==> src/rtl/uart_pkg.sv <==
// rtl/uart_pkg.sv - state encodings and oversample helpers for uart_param_core (UART_PARITY_EN adds parity states)
package uart_pkg;

`ifdef UART_PARITY_EN
  typedef enum logic [2:0] {TX_IDLE, TX_START, TX_DATA, TX_PARITY, TX_STOP} tx_state_t;
  typedef enum logic [2:0] {RX_IDLE, RX_START, RX_DATA, RX_PARITY, RX_STOP} rx_state_t;
`else
  typedef enum logic [1:0] {TX_IDLE, TX_START, TX_DATA, TX_STOP} tx_state_t;
  typedef enum logic [1:0] {RX_IDLE, RX_START, RX_DATA, RX_STOP} rx_state_t;
`endif

  // Width of a counter that walks the oversample ticks of one bit
  function automatic int os_cnt_w(input int oversample);
    return $clog2(oversample);
  endfunction

  // Tick index (1-based) at which the middle of a bit is reached
  function automatic int mid_tick(input int oversample);
    return oversample / 2;
  endfunction

endpackage

==> src/rtl/uart_baud_gen.sv <==
// rtl/uart_baud_gen.sv - free-running oversample tick generator, one tick every max(baud_div,1) clk
module uart_baud_gen (
  input  logic        clk,
  input  logic        rst,
  input  logic [15:0] baud_div,
  output logic        tick
);

  logic [15:0] cnt;

  assign tick = (cnt == 16'd0);

  // Down-counter reloads from the live divisor, so a new baud_div applies at the next reload
  always_ff @(posedge clk or posedge rst) begin
    if (rst) begin
      cnt <= 16'd0;
    end else if (tick) begin
      cnt <= (baud_div == 16'd0) ? 16'd0 : baud_div - 16'd1;
    end else begin
      cnt <= cnt - 16'd1;
    end
  end

endmodule

==> src/rtl/uart_param_core.sv <==
// rtl/uart_param_core.sv - parametrised full-duplex UART with RX FIFO; UART_PARITY_EN adds parity bit and parity_err
module uart_param_core
  import uart_pkg::*;
#(
  parameter int DATA_BITS  = 8,
  parameter int STOP_BITS  = 1,
  parameter int OVERSAMPLE = 16,
  parameter int FIFO_DEPTH = 8
`ifdef UART_PARITY_EN
  , parameter bit PARITY_ODD = 1'b0
`endif
) (
  input  logic                          clk,
  input  logic                          rst,
  input  logic [15:0]                   baud_div,
  input  logic [DATA_BITS-1:0]          tx_data,
  input  logic                          tx_valid,
  output logic                          tx_ready,
  output logic [DATA_BITS-1:0]          rx_data,
  output logic                          rx_valid,
  input  logic                          rx_ready,
  output logic [$clog2(FIFO_DEPTH):0]   rx_count,
  input  logic                          rx,
  output logic                          tx,
  output logic                          frame_err,
  output logic                          rx_overrun
`ifdef UART_PARITY_EN
  , output logic                        parity_err
`endif
);

  localparam int OSW = os_cnt_w(OVERSAMPLE);
  localparam int DBW = $clog2(DATA_BITS);
  localparam int PW  = $clog2(FIFO_DEPTH);
  localparam int CW  = PW + 1;
  localparam logic [OSW-1:0] OS_LAST  = OSW'(OVERSAMPLE - 1);
  localparam logic [OSW-1:0] MID_LAST = OSW'(mid_tick(OVERSAMPLE) - 1);
  localparam logic [DBW-1:0] BIT_LAST = DBW'(DATA_BITS - 1);

  logic tick;

  uart_baud_gen u_baud (
    .clk      (clk),
    .rst      (rst),
    .baud_div (baud_div),
    .tick     (tick)
  );

  tx_state_t            tx_state;
  logic                 tx_run;
  logic [OSW-1:0]       tx_os;
  logic [DBW-1:0]       tx_idx;
  logic                 tx_stop;
  logic [DATA_BITS-1:0] tx_shift;
`ifdef UART_PARITY_EN
  logic                 tx_par;
`endif

  // TX: latch on accept, first tick opens the start bit, each bit lasts OVERSAMPLE ticks
  always_ff @(posedge clk or posedge rst) begin
    if (rst) begin
      tx_state <= TX_IDLE;
      tx       <= 1'b1;
      tx_ready <= 1'b1;
      tx_run   <= 1'b0;
      tx_os    <= '0;
      tx_idx   <= '0;
      tx_stop  <= 1'b0;
      tx_shift <= '0;
`ifdef UART_PARITY_EN
      tx_par   <= 1'b0;
`endif
    end else if (tx_state == TX_IDLE) begin
      if (tx_valid) begin
        tx_shift <= tx_data;
        tx_ready <= 1'b0;
        tx_run   <= 1'b0;
        tx_state <= TX_START;
`ifdef UART_PARITY_EN
        tx_par   <= (^tx_data) ^ PARITY_ODD;
`endif
      end
    end else if (tick) begin
      if (!tx_run) begin
        tx_run <= 1'b1;
        tx     <= 1'b0;
        tx_os  <= '0;
      end else if (tx_os != OS_LAST) begin
        tx_os <= tx_os + 1'b1;
      end else begin
        tx_os <= '0;
        case (tx_state)
          TX_START: begin
            tx_state <= TX_DATA;
            tx       <= tx_shift[0];
            tx_idx   <= '0;
          end
          TX_DATA: begin
            if (tx_idx == BIT_LAST) begin
`ifdef UART_PARITY_EN
              tx_state <= TX_PARITY;
              tx       <= tx_par;
`else
              tx_state <= TX_STOP;
              tx       <= 1'b1;
              tx_stop  <= 1'b0;
`endif
            end else begin
              tx_idx   <= tx_idx + 1'b1;
              tx_shift <= tx_shift >> 1;
              tx       <= tx_shift[1];
            end
          end
`ifdef UART_PARITY_EN
          TX_PARITY: begin
            tx_state <= TX_STOP;
            tx       <= 1'b1;
            tx_stop  <= 1'b0;
          end
`endif
          TX_STOP: begin
            if (tx_stop == 1'(STOP_BITS - 1)) begin
              tx_state <= TX_IDLE;
              tx_ready <= 1'b1;
              tx_run   <= 1'b0;
            end else begin
              tx_stop <= 1'b1;
            end
          end
          default: tx_state <= TX_IDLE;
        endcase
      end
    end
  end

  rx_state_t            rx_state;
  logic                 rx_meta, rx_s, rx_prev;
  logic [OSW-1:0]       rx_os;
  logic [DBW-1:0]       rx_idx;
  logic [DATA_BITS-1:0] rx_shift;
  logic                 rx_bit_end, stop_hit, push;
`ifdef UART_PARITY_EN
  logic                 rx_par_bad;
`endif

  // Start bit is sampled half a bit after the edge, later bits a full bit apart
  always_comb begin
    rx_bit_end = tick && (rx_os == ((rx_state == RX_START) ? MID_LAST : OS_LAST));
    stop_hit   = rx_bit_end && (rx_state == RX_STOP);
    push       = stop_hit && rx_s;
  end

  // RX: synchronise the pin, walk the frame, flag stop/parity errors
  always_ff @(posedge clk or posedge rst) begin
    if (rst) begin
      rx_meta   <= 1'b1;
      rx_s      <= 1'b1;
      rx_prev   <= 1'b1;
      rx_state  <= RX_IDLE;
      rx_os     <= '0;
      rx_idx    <= '0;
      rx_shift  <= '0;
      frame_err <= 1'b0;
`ifdef UART_PARITY_EN
      rx_par_bad <= 1'b0;
      parity_err <= 1'b0;
`endif
    end else begin
      rx_meta   <= rx;
      rx_s      <= rx_meta;
      rx_prev   <= rx_s;
      frame_err <= stop_hit && !rx_s;
`ifdef UART_PARITY_EN
      parity_err <= push && rx_par_bad;
`endif
      if (rx_state == RX_IDLE) begin
        // Only a falling edge arms RX, so a low line after a bad stop bit is ignored
        if (rx_prev && !rx_s) begin
          rx_state <= RX_START;
          rx_os    <= '0;
        end
      end else if (tick) begin
        if (!rx_bit_end) begin
          rx_os <= rx_os + 1'b1;
        end else begin
          rx_os <= '0;
          case (rx_state)
            RX_START: begin
              rx_state <= rx_s ? RX_IDLE : RX_DATA;
              rx_idx   <= '0;
            end
            RX_DATA: begin
              rx_shift <= {rx_s, rx_shift[DATA_BITS-1:1]};
              if (rx_idx == BIT_LAST) begin
`ifdef UART_PARITY_EN
                rx_state <= RX_PARITY;
`else
                rx_state <= RX_STOP;
`endif
              end else begin
                rx_idx <= rx_idx + 1'b1;
              end
            end
`ifdef UART_PARITY_EN
            RX_PARITY: begin
              rx_par_bad <= rx_s != ((^rx_shift) ^ PARITY_ODD);
              rx_state   <= RX_STOP;
            end
`endif
            default: rx_state <= RX_IDLE;
          endcase
        end
      end
    end
  end

  logic [DATA_BITS-1:0] mem [FIFO_DEPTH];
  logic [PW-1:0]        wr_ptr, rd_ptr;
  logic                 do_pop, do_push, full;

  // A pop frees a slot in the same cycle, so push into a full FIFO with a pop is not an overrun
  always_comb begin
    do_pop  = rx_ready && (rx_count != '0);
    full    = (rx_count == CW'(FIFO_DEPTH));
    do_push = push && (!full || do_pop);
  end

  assign rx_valid = (rx_count != '0);
  assign rx_data  = rx_valid ? mem[rd_ptr] : '0;

  // FIFO storage has no reset; empty entries are never presented
  always_ff @(posedge clk) begin
    if (do_push) mem[wr_ptr] <= rx_shift;
  end

  // FIFO pointers, occupancy and overrun pulse
  always_ff @(posedge clk or posedge rst) begin
    if (rst) begin
      wr_ptr     <= '0;
      rd_ptr     <= '0;
      rx_count   <= '0;
      rx_overrun <= 1'b0;
    end else begin
      rx_overrun <= push && full && !do_pop;
      if (do_push) wr_ptr <= wr_ptr + 1'b1;
      if (do_pop)  rd_ptr <= rd_ptr + 1'b1;
      if (do_push && !do_pop)      rx_count <= rx_count + 1'b1;
      else if (!do_push && do_pop) rx_count <= rx_count - 1'b1;
    end
  end

endmodule
==> config.mk <==
export PLATFORM = sky130hd
export DESIGN_NAME = uart_param_core
export DESIGN_NICKNAME = d
export VERILOG_FILES = /design/src/rtl/uart_pkg.sv /design/src/rtl/uart_baud_gen.sv /design/src/rtl/uart_param_core.sv
export SDC_FILE = /design/constraint.sdc
export NUM_CORES = 1
export LEC_CHECK = 0
export CORE_AREA = 2 2 111 113
export CTS_CLUSTER_SIZE = 24
export DETAILED_ROUTE_END_ITERATION = 7
export DIE_AREA = 0 0 113 115
export DONT_BUFFER_PORTS = 1
export PLACE_DENSITY = 0.69
export SYNTH_ARGS = -nofsm -noshare
export SYNTH_HDL_FRONTEND = slang
export SYNTH_HIERARCHICAL = 1
export SYNTH_SLANG_ARGS = --single-unit
==> constraint.sdc <==
create_clock -name clk -period 7.44 [get_ports clk]
set_input_delay 1.488 -clock clk [delete_from_list [all_inputs] [get_ports clk]]
set_output_delay 1.488 -clock clk [all_outputs]
set_load 0.01 [all_outputs]
==> flow_summary.ini <==
[logic_synthesis]
yosysWarnings = 6
synth_area_mm2 = 0.00631
synth_edf_count = 64
ys_types = 64
seq_area_frac_synth_pct = 57.5
synthArstFlopShare_pct = 51.5
synth_ff_type = edfxtp_1
synth_seq_cells = 132
avgSynthCellArea_um2 = 12.8
synth_nets = 544
synth_cells = 492

[cts]
clkTransAtPathRegs_ns = 0.05
tritoncts = done
postCtsSetupBuffers = 0
cts_buffer_depth = 2
htreeDepth = 4
hold_buffers = 0
cts_sinks = 132
clk_latency_ns = 0.42
cts_buffers = 17
cts.root.buffer_cell = clkbuf_16
cts_resized = 0

[timing]
drv_slew = 0
setup_viol = 0
fmax_mhz = 222
max-slew-margin-rel_pct = 10.7
period_share_pct = 60.4
post-route-min-period_ns = 4.49
finalHoldViolations = 0
finalSetupTns_ns = 0
fin_skew_ns = 0.00729
setup_ws_ns = 2.95
worst_pin_slew_ns = 1.33
rsz0062_at_grt = false

[route]
vias = 3815
antenna_left = 0
wl_um = 11100
vias_per_cell = 5.80
wl_per_cell_um = 16.9
drtIter0Drc = 165
drc = 2
first_pass_iters = 8

[critical_path]
arrival_ns = 4.52
endpoint_kind = flop
cp-start-kind = flop
path_class = reg2reg
worstPathMaxFanout = 22
worst_ep_required_time_ns = 7.46

[finish]
layout.nets = 550
n_antenna_cell = 0
layout-drive-gt1-share_pct = 17.0
layout_common_cells = edfxtp_1 (64), dfrtp_1 (63), nand2_1 (38)
layout_commonest_cell = edfxtp_1
final_area_mm2 = 0.00710
area_growth_pct = 12.5

[floorplan]
rows = 40
core_area_mm2 = 0.0118
die_width_um = 113
dieHeight_um = 115
die_area_mm2 = 0.0130
start_util_pct = 53.4
ios = 46

[grt]
antenna_found_initial = 0
overflow = 0
grt_usage_pct = 19.0
first_global_vias = 3963
grt_max_degree = 53
grt_pass1_wl_um = 19100

[placed_design]
place.gp.congestion = 0.833
dp_hpwl_um = 7730
placed_cell_area_mm2 = 0.00644
dp_slack_ns = 2.94
io_buffers = 0

[outcome]
status = finished with violations
violations = DRC

[power_and_ir_drop]
power_density_mw_per_mm2 = 256
peakVddDrop_v = 0.000188
p_leak_nw = 2.87

[hold_path]
holdCritPathClass = reg2reg

[flow_run]
drv_cap = 0
## power by group
group / internal, mW / switching, mW
Sequential: 0.783 / 0.0222
Clock: 0.628 / 0.300
Combinational: 0.0376 / 0.0465
## metal layers
layer  wire length [µm]  vias to the layer above  GRT usage, %
met3                548                       14          6.11
li1                   -                     1843             -
met1               4800                     1876          23.0
met4                165                        0          7.56
met5                  0                        -             0
met2               5620                       82          31.8
## cell usage after synthesis (all sizes together) (5+ instances only)
library cell  number  area, µm²
buf               11       61.3
mux2              25        282
ha                22        275
o21ai             18       90.1
nor4              11       68.8
nor2              25        101
nor3              14       75.1
o31ai              5       37.5
edfxtp            64       1920
clkbuf             6       23.8
a22o               8       70.1
nand2b             9       56.3
xor2              12        105
a21oi             15       78.8
dfstp              5        131
dfrtp             63       1580
nand3             21        118
a31oi              5       31.3
nand2             39        149
xnor2             19        166
inv               20       75.1
mux4              16        360
o22ai              8       50.1
nor2b              8       50.1
## worst paths after layout
check                                end     startpoint  cells past startpoint  slack, ns
max reg2reg                    mem[5][6]  u_baud/cnt[7]                      8       2.95
max                            mem[5][6]  u_baud/cnt[7]                      8       2.95
min reg2reg                         rx_s        rx_meta                      0       0.35
min                                 rx_s        rx_meta                      0       0.35
min in group asynchronous  u_baud/cnt[1]            rst                      1       1.02
max in group asynchronous      rd_ptr[2]            rst                      1       5.53
## sequential cells by signal, summed over array words and instances (netlist names), 2 cells and up
register,cells
rx_idx,3
tx_os,4
tx_state,2
rx_os,4
u_baud/cnt,16
rx_state,2
rx_count,4
mem,64
rx_shift,8
tx_idx,3
rd_ptr,3
tx_shift,8
wr_ptr,3
## final cells by class
type                            count  area (µm²)
Clock buffer                       19         433
Timing Repair Buffer                4        30.0
Tap cell                          147         184
Sequential cell                   132        3630
Fill cell                         935        4710
Inverter                           20        75.1
Multi-Input combinational cell    323        2520
Clock inverter                     13         229
## logic make-up after synthesis
logic type | after synthesis | synth area share, %
multiplexers | 44 | 10.6
flip-flops | 132 | 57.5
XOR/XNOR | 31 | 4.30
adder cells (fa/ha/maj) | 23 | 4.68
buffers and inverters | 37 | 2.54
AO/OA/AOI/OAI | 69 | 6.98
AND/OR/NAND/NOR | 156 | 13.4
## per-stage QoR
stage	utilization, %	power (mW)	cells	hold WS, ns
after floorplan	-	0.882	492	0.345
after global placement	54.5	0.898	626	0.346
after detailed placement	54.5	0.903	626	0.347
after CTS	60.1	1.84	658	0.355
after global routing	60.1	1.88	658	0.361
final	60.1	1.82	658	0.354
## worst max-delay path: stages, from the launching register on
cell,delay (ns)
dfrtp_1,0.42
or4_1,0.59
nor4_1,0.27
nand2_1,0.35
inv_1,0.59
nand3_1,0.26
nor3b_2,0.34
nand2_2,0.19
nor3_1,1.09
Note: power is estimated with default switching activity, not from simulation.
